## src/rtl/branch_pkg.sv

```systemverilog
// rtl/branch_pkg.sv - shared branch funct3 codes, controller state type and PC step
package branch_pkg;

  localparam logic [2:0] F3_BEQ  = 3'b000;
  localparam logic [2:0] F3_BNE  = 3'b001;
  localparam logic [2:0] F3_BLT  = 3'b100;
  localparam logic [2:0] F3_BGE  = 3'b101;
  localparam logic [2:0] F3_BLTU = 3'b110;
  localparam logic [2:0] F3_BGEU = 3'b111;

  localparam logic [31:0] PC_INC = 32'd4;

  typedef enum logic [1:0] {
    ST_RUN      = 2'd0,
    ST_REDIRECT = 2'd1,
    ST_HALT     = 2'd2
  } state_t;

endpackage

```

## src/rtl/branch_cmp.sv

```systemverilog
// rtl/branch_cmp.sv - combinational branch condition evaluation from funct3
module branch_cmp
  import branch_pkg::*;
(
  input  logic [2:0]  funct3,
  input  logic [31:0] rs1_data,
  input  logic [31:0] rs2_data,
  output logic        taken,
  output logic        illegal
);

  always_comb begin
    taken   = 1'b0;
    illegal = 1'b0;
    case (funct3)
      F3_BEQ:  taken = (rs1_data == rs2_data);
      F3_BNE:  taken = (rs1_data != rs2_data);
      F3_BLT:  taken = ($signed(rs1_data) <  $signed(rs2_data));
      F3_BGE:  taken = ($signed(rs1_data) >= $signed(rs2_data));
      F3_BLTU: taken = (rs1_data <  rs2_data);
      F3_BGEU: taken = (rs1_data >= rs2_data);
      // 010 and 011 have no branch meaning; they resolve as not-taken.
      default: illegal = 1'b1;
    endcase
  end

endmodule

```

## src/rtl/branch_pc_controller.sv

```systemverilog
// rtl/branch_pc_controller.sv - fetch PC register and RUN/REDIRECT/HALT branch FSM
// BRANCH_PC_STATS_EN adds saturating resolved/taken branch counters.
module branch_pc_controller
  import branch_pkg::*;
#(
  parameter logic [31:0] RESET_PC = 32'h0000_0000
) (
  input  logic        clk,
  input  logic        rst_n,
  input  logic        stall,
  input  logic        imem_ready,
  input  logic        branch_valid,
  input  logic [31:0] instr_code,
  input  logic [31:0] rs1_data,
  input  logic [31:0] rs2_data,
  input  logic [31:0] branch_pc,
  input  logic [31:0] immediate,
  output logic [31:0] pc,
  output logic        imem_req,
  output logic        flush,
  output logic        illegal_br,
  output logic        misalign_err
`ifdef BRANCH_PC_STATS_EN
  ,
  output logic [31:0] br_taken_cnt,
  output logic [31:0] br_total_cnt
`endif
);

  state_t      r_state;
  logic [31:0] r_pc;
  logic        r_flush;
  logic        r_illegal;
  logic        r_misalign;

  logic        w_taken;
  logic        w_illegal;
  logic [31:0] w_target;
  logic        w_fetch;
  logic        w_resolve;
  logic        w_unused_instr;

  branch_cmp u_cmp (
    .funct3   (instr_code[14:12]),
    .rs1_data (rs1_data),
    .rs2_data (rs2_data),
    .taken    (w_taken),
    .illegal  (w_illegal)
  );

  assign w_unused_instr = ^{instr_code[31:15], instr_code[11:0]};
  assign w_target       = branch_pc + immediate;
  assign imem_req       = (r_state == ST_RUN) && !stall;
  assign w_fetch        = imem_req && imem_ready;
  assign w_resolve      = (r_state == ST_RUN) && branch_valid;

  always_ff @(posedge clk) begin
    if (!rst_n) begin
      r_state    <= ST_RUN;
      r_pc       <= RESET_PC;
      r_flush    <= 1'b0;
      r_illegal  <= 1'b0;
      r_misalign <= 1'b0;
    end else begin
      r_flush   <= 1'b0;
      r_illegal <= 1'b0;
      case (r_state)
        ST_RUN: begin
          // A taken branch wins over stall and over a fetch accepted this cycle.
          if (w_resolve && w_taken) begin
            if (w_target[1:0] != 2'b00) begin
              r_misalign <= 1'b1;
              r_state    <= ST_HALT;
            end else begin
              r_pc    <= w_target;
              r_flush <= 1'b1;
              r_state <= ST_REDIRECT;
            end
          end else begin
            r_illegal <= w_resolve && w_illegal;
            if (w_fetch) r_pc <= r_pc + PC_INC;
          end
        end
        ST_REDIRECT: r_state <= ST_RUN;
        default:     r_state <= ST_HALT;
      endcase
    end
  end

`ifdef BRANCH_PC_STATS_EN
  logic [31:0] r_taken_cnt;
  logic [31:0] r_total_cnt;

  always_ff @(posedge clk) begin
    if (!rst_n) begin
      r_taken_cnt <= '0;
      r_total_cnt <= '0;
    end else if (w_resolve) begin
      if (r_total_cnt != '1) r_total_cnt <= r_total_cnt + 32'd1;
      if (w_taken && (r_taken_cnt != '1)) r_taken_cnt <= r_taken_cnt + 32'd1;
    end
  end

  assign br_taken_cnt = r_taken_cnt;
  assign br_total_cnt = r_total_cnt;
`endif

  assign pc           = r_pc;
  assign flush        = r_flush;
  assign illegal_br   = r_illegal;
  assign misalign_err = r_misalign;

endmodule

```

## config.mk

```make
export PLATFORM = sky130hd
export DESIGN_NAME = branch_pc_controller
export DESIGN_NICKNAME = d
export VERILOG_FILES = /design/src/rtl/branch_pkg.sv /design/src/rtl/branch_cmp.sv /design/src/rtl/branch_pc_controller.sv
export SDC_FILE = /design/constraint.sdc
export NUM_CORES = 1
export LEC_CHECK = 0
export ABC_AREA = 1
export CORE_ASPECT_RATIO = 0.7
export CORE_MARGIN = 8
export CORE_UTILIZATION = 25
export CTS_BUF_LIST = sky130_fd_sc_hd__clkbuf_8
export DETAILED_ROUTE_END_ITERATION = 10
export GPL_TIMING_DRIVEN = 1
export MAX_ROUTING_LAYER = met4
export SLEW_MARGIN = 0
export SYNTH_ARGS = -nofsm -noshare
export SYNTH_HDL_FRONTEND = slang
export SYNTH_SLANG_ARGS = --single-unit
export TNS_END_PERCENT = 5
```

## constraint.sdc

```tcl
create_clock -name clk -period 2.85 [get_ports clk]
set_input_delay 0.7125 -clock clk [delete_from_list [all_inputs] [get_ports clk]]
set_output_delay 0.7125 -clock clk [all_outputs]
set_load 0.005 [all_outputs]
```

* Yosys cells after proc, flatten, opt, wreduce, memory -nomap -nowiden
Cells that the tools add are included.
Widths: inputs -> output; s select.
** Storage, ports and cells
- Word-level logic and storage cells :: 47
- Bits in registers :: 37
- Output and inout port bits :: 36
- Input bits :: 165
** Operators by class
- Reductions and logical operators :: 15
- Bitwise logic cells :: 2
- Muxes and demuxes :: 9
- $lt $le $gt $ge :: 4
- Eq/ne operators :: 10
- Add/subtract/negate cells :: 2
** Operators with widths (count)
- $mux 32 :: 3
- $ge 32x32->1 :: 2
- $lt 32x32->1 :: 2
- $add 32x3->32 const B :: 1
- $add 32x32->32 :: 1
- $eq 32x32->1 :: 1
- $ne 32x32->1 :: 1
- $eq 3x3->1 const B :: 4
- $reduce_and 3->1 :: 3
- $pmux 1 s6 :: 1
- $reduce_or 6->1 :: 1
- $logic_and 1x1->1 :: 5
- $mux 2 :: 2
- $pmux 2 s2 :: 1
- $reduce_bool 2->1 :: 2
- $eq 3x1->1 const B :: 1
- $logic_not 3->1 :: 1
- $reduce_or 3->1 :: 1
- $eq 2x1->1 const B :: 1
- $logic_not 2->1 :: 1
- $mux 1 :: 2
- $ne 2x1->1 const B :: 1
- $ne 2x2->1 const B :: 1
- $not 1->1 :: 2
- $logic_not 1->1 :: 1

* Depth between registers and ports, before layout
- Depth after elaboration :: 5
- Gate-level depth with buffers :: 24
- Gate-level depth less buffers :: 24

* By module
A second synthesis with hierarchy kept.
** Second synthesis, totals
- Cell total of the unflattened synthesis :: 1039
- Area total of the unflattened synthesis :: 5714.2 µm²
** By module, submodules not included
- branch_pc_controller :: cells an instance 870, area each 4713.3 µm², times used 1, sequential area each 740.7 µm²
- branch_cmp :: cells an instance 169, area each 1001.0 µm², times used 1, sequential area each 0.0 µm²

* Least setup slack after synthesis
No wires, ideal clock.
- Path kind :: in2reg
- From :: input rs2_data[31]
- To :: register r_pc[16] (netlist: pc[16])
- Setup time :: 112 ps
- Buffers on the path :: 1
- Path slack :: 185 ps
- Arrival :: 2554 ps
- Required time :: 2738 ps
- Stages on the path :: 20
- Cells stage by stage :: inv_1 > ha_1 > nand2_1 > nor2_2 > nand2_1 > nor3b_2 > nand2_1 > nand2_1 > o21ai_1 > inv_1 > nand2_1 > nor2_2 > nand3_2 > nand2_4 > nand2_4 > nand2_8 > buf_6 > nand2_1 > nand2_1 > nor2_1
** Between the ends
- Longest elaborated chain between the ends :: 5
- Elaborated cells on any way between the ends :: 12
- Classes of those cells :: order compare (4); eq/ne (3); mux (2); reduce/logical (3)
** Ends and longest elaborated chain
- start, declared :: RTL line branch_pc_controller.sv:15 : input logic [31:0] rs2_data,
- $ge 32x32->1 (tied with other cells) :: RTL line branch_cmp.sv:21 : F3_BGEU: taken = (rs1_data >= rs2_data);
- $pmux 1 s6 (*) :: RTL line branch_cmp.sv:15 : case (funct3)
- $logic_and 1x1->1 (*) :: RTL line branch_pc_controller.sv:70 : if (w_resolve && w_taken) begin
- $ne 2x2->1 (no line) / $reduce_bool 2->1 (equally long branches)
- $reduce_and 3->1 (no line)
- end signal, assigned :: RTL line branch_pc_controller.sv:75 : r_pc <= w_target;
- end signal, assigned :: RTL line branch_pc_controller.sv:81 : if (w_fetch) r_pc <= r_pc + PC_INC;
- end, declared :: RTL line branch_pc_controller.sv:31 : logic [31:0] r_pc;
Every way passes the cells marked *; elsewhere a longest branch is shown, timed or not.
A chain may end at the register's enable or synchronous reset.

* Final worst setup path
- From :: input branch_pc[18]
- To :: register r_pc[31] (netlist: pc[31])
** Between the ends
- Longest elaborated chain between the ends :: 3
** Ends and longest elaborated chain
- start, declared :: RTL line branch_pc_controller.sv:16 : input logic [31:0] branch_pc,
- $add 32x32->32 :: RTL line branch_pc_controller.sv:52 : assign w_target = branch_pc + immediate;
- $mux 32 :: RTL line branch_pc_controller.sv:71 : if (w_target[1:0] != 2'b00) begin
- $mux 32 :: RTL line branch_pc_controller.sv:70
No other way between the ends. The select of a mux whose other input is x is not followed.

==> metrics.txt <==
outcome=finished clean; compound-gate portion of the synthesized area=12.0%; Worst path slowest cell=clkdlybuf4s50_1; drt total wl=18,900 um; simple-gate share of the synthesized area=35.9%; pin count of the biggest net entering global routing=33; Req. time, crit path=3040 ps; final hold slack=458 ps; GRT Util Overall=14.2%; Final Hold Viols=0; ANT cells=0; initial core utilization=25.4%; Iteration-0 DRC Markers=321; Core Rows=43; Sequential Power Share=24.0%; syn_area_per_cell=5.96 um^2; Final Skew=7.24 ps; Die Y=134 um; H-tree depth=2; Post-Synthesis Cells=841; Yosys warnings=0; VDD IR-drop max=183 uV; CTS buffer count=5; worst-path maximum fanout=3; Core Area=0.0197 mm^2; post-route ant nets=0; Reg clk slew, reported paths=80 ps; TNS Setup=0 ps; number of synthesized flops with an enable pin=0; sequential-to-total area share from yosys stat=14.8%; CP endpoint kind=register; Logic pwr share=62.1%; vias in the first global route=5,529; gr ovfl total=0; main combinational cell family by area after synthesis=simple AND/OR/NAND/NOR gates; crit path DAT=2940 ps; Yosys top cell by area=nand2_1; Tot Pwr=2740 uW; Final Max Tran Viols=0; post-layout min period=2750 ps; fin nets=1,329; P&R area growth vs syn=76.3%; CTS max path bufs=2; RSZ-0062 raised after global routing=true; DP Cell Count=1,353; R2R depth=16; first-pass GRT wire length=28,100 um; post-synthesis register bit count=37; Cell variety after synth=36; Pre-antenna DRT Iters=5; Internal Power=1630 uW; Post-Synth XOR/XNOR Area=9.44%; CTS tree=built; # DRC=0; via count=5,875; WS Path Type=primary input to register; via/cell ratio=4.29; count leader, synth=nand2_1; wire length per cell=13.8 um; mux contribution to synthesized area=0%; antenna violations before repair=0; sw frac=40.3%; clock latency on the worst-skew pair=290 ps; max_cap viols=0; Synth Cell Area=0.00501 mm^2; IO Port Bufs=171; Ports=201; Clock power frac=13.9%; die width=185 um; P per Cell Area=310 mW/mm^2; most used flip-flop cell after synthesis=dfxtp_1; CP peak stage delay=410 ps; Pleak=0.00457 uW; fin cells=1,369; NetSw=1100 uW; # setup viols final=0; Hold Path Stages=2; Die ar.=0.0249 mm^2; top-area cell type share of the netlist area=17.6%; final instance area=0.00883 mm^2; FFs w/ async S/R, synth=0%; crit share post-route=96.5%; dpl cell area=0.00764 mm^2; worst hold path type=register to register; clock sinks=37; Slew HR=65.1%; fmax=363 MHz; Synth Net Count=1,071; Root Buffer=clkbuf_8; crit-path most repeated cell=nor2_1; worst-path cell chain=clkdlybuf4s50_1 > ha_1 > a21oi_1 > o21ai_1 > a21oi_2 > nor2_1 > a2111oi_1 > buf_4 > nand3_1 > nand3_1 > nand2_1 > nor2_1 > nor2_1; worst slew pin tran=518 ps; global placer's final weighted congestion=0.904; Synth area leaders=nand2_1 (18%), ha_1 (16%), dfxtp_1 (15%); Synth top cells by count=nand2_1 (235), nor2_1 (126), inv_1 (122); Adder-Cell Fraction of Synth Area=16.4%; Worst setup SP type=primary input; share of layout cells above drive strength 1=24.0%; hpwl dp=15,100 um
==> critical path: cells and delay by family <==
family / cells / cell delay, ps
fa+ha+maj: 1 / 350
simple gates: 6 / 390
buf+inv: 2 / 600
compound gates: 4 / 890
==> kinds of logic (layout without fill, tap and decap cells) <==
kind of cell / Yosys count / count (layout)
DFF: 37 / 37
and+or+nand+nor: 435 / 436
AOI/OAI and AO/OA: 111 / 111
buffers and inverters: 139 / 396
xor gates and xnor gates: 54 / 54
adders and majority gates: 65 / 65
==> registers in the layout, summed over array words and instances (netlist names) <==
signal        flops
pc               32
misalign_err      1
r_state           2
flush             1
illegal_br        1
==> metrics by stage <==
step           worst slack (ps)  util (%)
2_1_floorplan               185         -
3_3_place_gp               -549      38.7
3_5_place_dp               -568      38.7
4_1_cts                    -205      39.9
5_1_grt                   -58.1      44.7
6_report                   98.7      44.7
==> final cells by class <==
cell class                      instances  area, um^2
Clock buffer                            6        82.6
Clock inverter                          1        3.75
Fill cell                            2016       10900
Inverter                              125         482
Multi-Input combinational cell        666        4490
Sequential cell                        37         741
Tap cell                              270         338
Timing Repair Buffer                  264        2700
==> layout by cell type (no fill, tap or decap), types with 33 or more instances in the layout <==
| master | n |
|---|---|
| nand2_1 | 192 |
| nor2_1 | 113 |
| clkdlybuf4s50_1 | 107 |
| inv_1 | 94 |
| buf_4 | 84 |
| dlymetal6s2s_1 | 64 |
| dfxtp_1 | 37 |
| ha_1 | 36 |
| xor2_1 | 35 |
| a21oi_1 | 33 |
| nand2_2 | 33 |
==> final timing paths <==
| kind | startpoint | slack, ps | endpoint |
|---|---|---|---|
| worst min register to register | pc[0] | 460 | pc[0] |
| worst max-delay path | branch_pc[18] | 100 | pc[31] |
| worst min-delay path | pc[0] | 460 | pc[0] |
| worst max register to register | pc[4] | 360 | pc[31] |
==> metal layers <==
layer	track usage, %	part of all wire [%]	wire length, um	up-vias
li1	-	-	-	3194
met5	-	0	0	-
met1	21.4	53	10000	2547
met3	1.08	3.2	603	6
met4	1.64	0.43	81	0
met2	20.7	43	8190	128
==> power by group through the flow <==
stage	logic (uW)	clock network, uW	registers [uW]
2_1_floorplan	747	0	652
3_3_place_gp	1430	0	669
3_5_place_dp	1440	0	668
4_1_cts	1490	390	656
5_1_grt	1870	410	666
6_report	1700	382	656
==> repair_timing <==
action | 4_1_cts | 5_1_grt
cloned | 2 | 3
resized for setup | 16 | 237
endpoints found under the setup margin | 34 | 36
setup buffers | 3 | 3
pin swaps | 9 | 69
hold buffers | 0 | 0
Power figures use the tool's default switching activity.
